## config.mk

```make
export PLATFORM = sky130hd
export DESIGN_NAME = decode_queue_flat
export DESIGN_NICKNAME = d
export VERILOG_FILES = /design/src/rtl/decode_queue_if.sv /design/src/rtl/decode_queue.sv /design/src/flat_wrapper.sv
export SDC_FILE = /design/constraint.sdc
export NUM_CORES = 2
export LEC_CHECK = 0
export CORE_ASPECT_RATIO = 1.2
export CORE_MARGIN = 2
export CORE_UTILIZATION = 23
export CTS_CLUSTER_DIAMETER = 80
export DETAILED_ROUTE_END_ITERATION = 10
export PLACE_DENSITY = 0.34
export SETUP_SLACK_MARGIN = 0.2
export SLEW_MARGIN = 40
export SYNTH_ARGS = -nofsm -noshare
export SYNTH_HDL_FRONTEND = slang
export SYNTH_SLANG_ARGS = --single-unit
```

## constraint.sdc

```tcl
create_clock -name clk -period 34.6 [get_ports clk]
set_input_delay 10.38 -clock clk [delete_from_list [all_inputs] [get_ports clk]]
set_output_delay 10.38 -clock clk [all_outputs]
set_load 0.03 [all_outputs]
```

## src/rtl/decode_queue_if.sv

```systemverilog
// Fetch/dispatch-facing bundle for decode_queue; master = fetch+dispatch side, slave = queue.
// out_illegal exists only when DECODE_ILLEGAL_EN is defined.
interface decode_queue_if #(
  parameter int WIDTH = 2,
  parameter int DEPTH = 8
);
  localparam int CNT_W = $clog2(WIDTH + 1);
  localparam int OCC_W = $clog2(DEPTH + 1);

  logic                 flush;
  logic                 in_valid;
  logic [CNT_W-1:0]     in_cnt;
  logic [WIDTH*32-1:0]  in_inst;
  logic [31:0]          in_pc;
  logic                 in_ready;
  logic [OCC_W-1:0]     occupancy;
  logic [WIDTH-1:0]     out_valid;
  logic [CNT_W-1:0]     out_pop;
  logic [WIDTH*32-1:0]  out_pc;
  logic [WIDTH*32-1:0]  out_imm;
  logic [WIDTH*7-1:0]   out_opcode;
  logic [WIDTH*7-1:0]   out_funct7;
  logic [WIDTH*3-1:0]   out_funct3;
  logic [WIDTH*5-1:0]   out_rs1;
  logic [WIDTH*5-1:0]   out_rs2;
  logic [WIDTH*5-1:0]   out_rd;
`ifdef DECODE_ILLEGAL_EN
  logic [WIDTH-1:0]     out_illegal;
`endif

  modport master (
    output flush, in_valid, in_cnt, in_inst, in_pc, out_pop,
    input  in_ready, occupancy, out_valid, out_pc, out_imm, out_opcode,
           out_funct7, out_funct3, out_rs1, out_rs2, out_rd
`ifdef DECODE_ILLEGAL_EN
    , input out_illegal
`endif
  );

  modport slave (
    input  flush, in_valid, in_cnt, in_inst, in_pc, out_pop,
    output in_ready, occupancy, out_valid, out_pc, out_imm, out_opcode,
           out_funct7, out_funct3, out_rs1, out_rs2, out_rd
`ifdef DECODE_ILLEGAL_EN
    , output out_illegal
`endif
  );
endinterface

```

## src/rtl/decode_queue.sv

```systemverilog
// Multi-wide RV32I decode into a circular buffer of decoded entries, read from the head by dispatch.
// Optional feature: define DECODE_ILLEGAL_EN to classify and flag illegal instructions per entry.
module decode_queue #(
  parameter int WIDTH = 2,
  parameter int DEPTH = 8
) (
  input  logic         clk,
  input  logic         rst,
  decode_queue_if.slave bus
);
  localparam int PTR_W = $clog2(DEPTH);
  localparam int OCC_W = $clog2(DEPTH + 1);
  localparam int CNT_W = $clog2(WIDTH + 1);

  localparam logic [6:0] OP_LUI    = 7'b0110111;
  localparam logic [6:0] OP_AUIPC  = 7'b0010111;
  localparam logic [6:0] OP_JAL    = 7'b1101111;
  localparam logic [6:0] OP_JALR   = 7'b1100111;
  localparam logic [6:0] OP_BRANCH = 7'b1100011;
  localparam logic [6:0] OP_LOAD   = 7'b0000011;
  localparam logic [6:0] OP_STORE  = 7'b0100011;
  localparam logic [6:0] OP_IMM    = 7'b0010011;
`ifdef DECODE_ILLEGAL_EN
  localparam logic [6:0] OP_OP     = 7'b0110011;
  localparam logic [6:0] OP_MISC   = 7'b0001111;
  localparam logic [6:0] OP_SYSTEM = 7'b1110011;
`endif

  typedef struct packed {
    logic [31:0] pc;
    logic [31:0] imm;
    logic [6:0]  opcode;
    logic [6:0]  funct7;
    logic [2:0]  funct3;
    logic [4:0]  rs1;
    logic [4:0]  rs2;
    logic [4:0]  rd;
`ifdef DECODE_ILLEGAL_EN
    logic        illegal;
`endif
  } entry_t;

  function automatic entry_t decode(input logic [31:0] inst, input logic [31:0] pc);
    entry_t e;
    e        = '0;
    e.pc     = pc;
    e.opcode = inst[6:0];
    e.rd     = inst[11:7];
    e.funct3 = inst[14:12];
    e.rs1    = inst[19:15];
    e.rs2    = inst[24:20];
    e.funct7 = inst[31:25];
    case (inst[6:0])
      OP_JALR, OP_IMM, OP_LOAD: e.imm = {{20{inst[31]}}, inst[31:20]};
      OP_STORE:  e.imm = {{20{inst[31]}}, inst[31:25], inst[11:7]};
      OP_BRANCH: e.imm = {{19{inst[31]}}, inst[31], inst[7], inst[30:25], inst[11:8], 1'b0};
      OP_LUI, OP_AUIPC: e.imm = {inst[31:12], 12'h000};
      OP_JAL:    e.imm = {{11{inst[31]}}, inst[31], inst[19:12], inst[20], inst[30:21], 1'b0};
      default:   e.imm = '0;
    endcase
`ifdef DECODE_ILLEGAL_EN
    e.illegal = (inst[1:0] != 2'b11) ||
                !(inst[6:0] inside {OP_LUI, OP_AUIPC, OP_JAL, OP_JALR, OP_BRANCH, OP_LOAD,
                                    OP_STORE, OP_IMM, OP_OP, OP_MISC, OP_SYSTEM});
    if (e.illegal) e.imm = '0;
`endif
    return e;
  endfunction

  entry_t           mem_q [DEPTH];
  entry_t           mem_d [DEPTH];
  logic [PTR_W-1:0] head_q, head_d, tail_q, tail_d;
  logic [OCC_W-1:0] occ_q, occ_d;
  logic [OCC_W-1:0] push_n, pop_n, pop_req;
  logic             in_ready;

  // Readiness looks only at registered occupancy; same-cycle pops are not credited.
  assign in_ready = (occ_q <= OCC_W'(DEPTH - WIDTH));

  always_comb begin
    // NOTE: every variable gets a default before any branch, so no path leaves one unassigned (no latch).
    mem_d   = mem_q;
    head_d  = head_q;
    tail_d  = tail_q;
    occ_d   = occ_q;
    push_n  = '0;
    pop_req = OCC_W'(bus.out_pop);
    pop_n   = pop_req;

    if (bus.in_valid && in_ready && !bus.flush) begin
      push_n = (bus.in_cnt > CNT_W'(WIDTH)) ? OCC_W'(WIDTH) : OCC_W'(bus.in_cnt);
    end
    // Dispatch may over-ask; clamp to what is held and to the window width.
    if (pop_n > occ_q)          pop_n = occ_q;
    if (pop_n > OCC_W'(WIDTH))  pop_n = OCC_W'(WIDTH);

    for (int i = 0; i < WIDTH; i++) begin
      if (OCC_W'(i) < push_n) begin
        mem_d[tail_q + PTR_W'(i)] = decode(bus.in_inst[32*i +: 32], bus.in_pc + 32'(4 * i));
      end
    end

    if (bus.flush) begin
      head_d = '0;
      tail_d = '0;
      occ_d  = '0;
    end else begin
      head_d = head_q + PTR_W'(pop_n);
      tail_d = tail_q + PTR_W'(push_n);
      occ_d  = occ_q + push_n - pop_n;
    end
  end

  always_ff @(posedge clk or posedge rst) begin
    if (rst) begin
      head_q <= '0;
      tail_q <= '0;
      occ_q  <= '0;
      // NOTE: storage is reset so head-window fields of invalid lanes never show X downstream.
      mem_q  <= '{default: '0};
    end else begin
      // NOTE: non-blocking assignments so every flop samples pre-edge values.
      head_q <= head_d;
      tail_q <= tail_d;
      occ_q  <= occ_d;
      mem_q  <= mem_d;
    end
  end

  assign bus.in_ready  = in_ready;
  assign bus.occupancy = occ_q;

  for (genvar g = 0; g < WIDTH; g++) begin : g_lane
    entry_t e;
    assign e                          = mem_q[head_q + PTR_W'(g)];
    assign bus.out_valid[g]           = (occ_q > OCC_W'(g));
    assign bus.out_pc[32*g +: 32]     = e.pc;
    assign bus.out_imm[32*g +: 32]    = e.imm;
    assign bus.out_opcode[7*g +: 7]   = e.opcode;
    assign bus.out_funct7[7*g +: 7]   = e.funct7;
    assign bus.out_funct3[3*g +: 3]   = e.funct3;
    assign bus.out_rs1[5*g +: 5]      = e.rs1;
    assign bus.out_rs2[5*g +: 5]      = e.rs2;
    assign bus.out_rd[5*g +: 5]       = e.rd;
`ifdef DECODE_ILLEGAL_EN
    assign bus.out_illegal[g]         = e.illegal;
`endif
  end
endmodule

```

## src/flat_wrapper.sv

```systemverilog
// flat-port wrapper written by rule: the top's interface ports become plain ports
module decode_queue_flat 
#(
  parameter int WIDTH = 2,
  parameter int DEPTH = 8
)
  (clk, rst, bus_flush, bus_in_valid, bus_in_cnt, bus_in_inst, bus_in_pc, bus_out_pop, bus_in_ready, bus_occupancy, bus_out_valid, bus_out_pc, bus_out_imm, bus_out_opcode, bus_out_funct7, bus_out_funct3, bus_out_rs1, bus_out_rs2, bus_out_rd);
  decode_queue_if #(.WIDTH(WIDTH), .DEPTH(DEPTH)) bus_i ();
  input  logic clk;
  input  logic rst;
  input wire logic [$bits(bus_i.flush)-1:0] bus_flush;
  input wire logic [$bits(bus_i.in_valid)-1:0] bus_in_valid;
  input wire logic [$bits(bus_i.in_cnt)-1:0] bus_in_cnt;
  input wire logic [$bits(bus_i.in_inst)-1:0] bus_in_inst;
  input wire logic [$bits(bus_i.in_pc)-1:0] bus_in_pc;
  input wire logic [$bits(bus_i.out_pop)-1:0] bus_out_pop;
  output wire logic [$bits(bus_i.in_ready)-1:0] bus_in_ready;
  output wire logic [$bits(bus_i.occupancy)-1:0] bus_occupancy;
  output wire logic [$bits(bus_i.out_valid)-1:0] bus_out_valid;
  output wire logic [$bits(bus_i.out_pc)-1:0] bus_out_pc;
  output wire logic [$bits(bus_i.out_imm)-1:0] bus_out_imm;
  output wire logic [$bits(bus_i.out_opcode)-1:0] bus_out_opcode;
  output wire logic [$bits(bus_i.out_funct7)-1:0] bus_out_funct7;
  output wire logic [$bits(bus_i.out_funct3)-1:0] bus_out_funct3;
  output wire logic [$bits(bus_i.out_rs1)-1:0] bus_out_rs1;
  output wire logic [$bits(bus_i.out_rs2)-1:0] bus_out_rs2;
  output wire logic [$bits(bus_i.out_rd)-1:0] bus_out_rd;
  assign bus_i.flush = bus_flush;
  assign bus_i.in_valid = bus_in_valid;
  assign bus_i.in_cnt = bus_in_cnt;
  assign bus_i.in_inst = bus_in_inst;
  assign bus_i.in_pc = bus_in_pc;
  assign bus_i.out_pop = bus_out_pop;
  assign bus_in_ready = bus_i.in_ready;
  assign bus_occupancy = bus_i.occupancy;
  assign bus_out_valid = bus_i.out_valid;
  assign bus_out_pc = bus_i.out_pc;
  assign bus_out_imm = bus_i.out_imm;
  assign bus_out_opcode = bus_i.out_opcode;
  assign bus_out_funct7 = bus_i.out_funct7;
  assign bus_out_funct3 = bus_i.out_funct3;
  assign bus_out_rs1 = bus_i.out_rs1;
  assign bus_out_rs2 = bus_i.out_rs2;
  assign bus_out_rd = bus_i.out_rd;
  decode_queue #(.WIDTH(WIDTH), .DEPTH(DEPTH)) u_core (.clk(clk), .rst(rst), .bus(bus_i));
endmodule
```

==> flow_summary.json <==
{
  "portBuffers": 302,
  "synth_cells": 4501,
  "finalNetCount": 4671,
  "cts_buffer_depth": 3,
  "reg2reg_depth": 7,
  "ys_top_cells_by_area": "dfrtp_1, mux4_2, mux2_2, mux2i_1, nand2_1",
  "drtIter0Drc": 3693,
  "hp-start": "u_core.mem_q[544]",
  "yosys-top-cells-count": "dfrtp_1, nand2_1, mux4_2, nor2_1, o21ai_0",
  "grt_pass1_vias": 39797,
  "fillCellCount": 21461,
  "routed.top_layer": "met5",
  "synth_edf_count": 0,
  "synth_top_area_cell": "dfrtp_1",
  "yosys_warnings": 0,
  "wl_met3_um": 12400,
  "synth_ff_type": "dfrtp_1",
  "track_usage_pct": 21.3,
  "whs_path_depth": 1,
  "endpoint_kind": "primary output",
  "via_per_inst": 5.34,
  "grt_setup_unrepaired": "no",
  "post-route-period-util_pct": 43.5,
  "fp.dieW_um": 421,
  "areaGrowthSynthToFinish_pct": 19.6,
  "critPathLaunchType": "register",
  "dr.pass1.iters": 6,
  "ys_seq_area_share_pct": 40.6,
  "avgSynthCellArea_um2": 10.6,
  "drc": 0,
  "grt_pass1_wl_um": 325000,
  "yosys_register_bits": 778,
  "slew_viol_final": 0,
  "place_hpwl_um": 142000,
  "num_vias": 39549,
  "cts_tree": "yes",
  "outcome": "completed",
  "die_h_um": 504,
  "initial_core_util_pct": 23.1,
  "layout-drive-gt1-share_pct": 22.3,
  "syn_area_mm2": 0.0479,
  "total_power_uw": 5020,
  "postCtsHoldBufs": 0,
  "cp.arrival_ns": 4.68,
  "ios": 303,
  "overflow": 0,
  "holdPathEnd": "u_core.mem_q[544]",
  "hold_violations": 0,
  "crit_fanout": 33,
  "ir_worst_vdd_uv": 77.9,
  "worstSetupPathType": "register to primary output",
  "clk_pin_slew_ns": 0.06,
  "cts_sinks": 778,
  "clk_latency_ns": 0.74,
  "met1_length_um": 98700,
  "cap_violations": 0,
  "reg2reg_from": "u_core.tail_q[0]",
  "slew_headroom_pct": 39.2,
  "antenna_left": 0,
  "seq_area_mm2": 0.0195,
  "cts_buffers": 108,
  "hold_ws_ns": 0.523,
  "setup_viol": 0,
  "fin_setup_tns_ns": 0,
  "grt_max_degree": 77,
  "htreeDepth": 3,
  "synth_most_common_cell": "dfrtp_1",
  "fin_worst_skew_ns": 0.0276,
  "p_leak_uw": 0.0220,
  "avgRoutedWirePerCell_um": 31.0,
  "dr_wl_met2_um": 113000,
  "fmax_mhz": 66.4,
  "multi_input_area_mm2": 0.0263,
  "post_cts_buffers": 0,
  "rows": 183,
  "worst_pin_slew_ns": 0.909,
  "clockRootBuffer": "clkbuf_16",
  "crit_required_ns": 24.22,
  "ys_types": 86,
  "regToRegSetupSlack_ns": 30.34,
  "syn_nets": 4623,
  "synth_top_area_share_pct": 40.6,
  "drt_wl_total_um": 230000,
  "antenna_found_initial": 18,
  "holdCritPathClass": "register to register",
  "rr_endpoint": "u_core.mem_q[289]",
  "die_area_mm2": 0.212,
  "cts_resized": 0,
  "fin_crit_ns": 15.06,
  "core_mm2": 0.207,
  "gp_congestion": 0.765,
  "power_density_mw_per_mm2": 87.6,
  "async_flop_share_pct": 100
}
-- critical path, stage by stage, from the launching register on --
cell and delay [ns]:
dfrtp_4 0.67, ha_4 0.70, buf_12 0.27, buf_4 0.64
mux4_2 0.60, mux2_2 0.36, clkdlybuf4s50_1 0.62
-- power breakdown --
| part | internal (µW) | switching, µW | leakage, µW |
|---|---|---|---|
| logic | 1130 | 1360 | 0.0100 |
| clock network | 688 | 470 | 0.00176 |
| registers | 1150 | 220 | 0.0102 |
| total | 2960 | 2060 | 0.0220 |
-- flip-flops by register name, indices dropped and copies added (netlist names) --
register              cells
u_core.bus.occupancy      4
u_core.head_q             3
u_core.mem_q            768
u_core.tail_q             3
-- final cells by class --
| type | count | area share (%) |
|---|---|---|
| clock inverters | 27 | 0.494 |
| repair buffers | 444 | 7.52 |
| inverters | 28 | 0.197 |
| well taps | 2775 | 6.06 |
| clock buffers | 167 | 5.77 |
| diodes | 3 | 0.0131 |
| flip-flops and latches | 778 | 34.0 |
| multi-input cells | 3189 | 45.9 |
-- cell families (layout without fill, tap and decap cells) --
family	after synthesis	in the layout	share of synthesized area (%)
muxes	835	835	28.1
xor gates and xnor gates	21	21	0.400
adders and majority gates	18	18	0.533
AOI/OAI and AO/OA	1203	1203	15.3
and+or+nand+nor	1112	1112	9.92
DFF	778	778	40.6
buffers and inverters	534	666	5.18
other	0	3	0
-- layout by cell type, fill, tap and decap left out, types with 9 or more instances in the layout --
master           instances
nor2b_1                 11
clkinv_2                14
a31oi_1                 86
nor3_1                  30
a211oi_1                18
buf_4                  107
clkbuf_1                24
buf_6                   25
o21a_1                   9
mux2_2                 224
a22oi_1                 46
a21o_1                  27
nand3_1                 33
o22ai_1                255
a221oi_1                80
inv_1                   23
xnor2_1                  9
clkbuf_16              111
o21ai_1                 47
a221oi_2                13
mux4_2                 384
ha_1                    13
nor2_1                 364
nand4_1                 15
mux2i_1                227
clkdlybuf4s50_1        295
and3_1                  18
nor2_4                  13
a21oi_1                218
dfrtp_1                775
and2_1                  20
o21ai_0                352
clkbuf_8                32
nand2_1                532
-- routing by layer --
metal / vias to the layer above / GRT usage, %
met2: 1375 / 36.0
met4: 24 / 5.54
met5: - / 0
li1: 16967 / -
met1: 20890 / 28.2
met3: 293 / 3.38
-- worst max path at each step --
stage,from,endpoint,slack (ns),depth (start not counted)
floorplan,rst,u_core.bus.occupancy[0],2.38,1
CTS,u_core.head_q[0],bus_out_pc[48],19.41,6
detailed placement,bus_flush,u_core.mem_q[733],19.81,9
global placement,u_core.head_q[1],bus_out_imm[35],19.67,5
finish,u_core.head_q[0],bus_out_pc[48],19.54,6
global route,u_core.head_q[0],bus_out_pc[58],19.30,6
-- stage by stage --
step / instance area, µm² / setup slack, ns / instances / utilization, %
3_3_place_gp: 53300 / 19.67 / 7205 / 25.7
4_1_cts: 57200 / 19.41 / 7408 / 27.6
3_5_place_dp: 53600 / 19.81 / 7214 / 25.9
6_report: 57300 / 19.54 / 7411 / 27.7
2_1_floorplan: 47900 / 2.38 / 4501 / -
5_1_grt: 57300 / 19.30 / 7409 / 27.6
(Power assumes the default switching activity.)
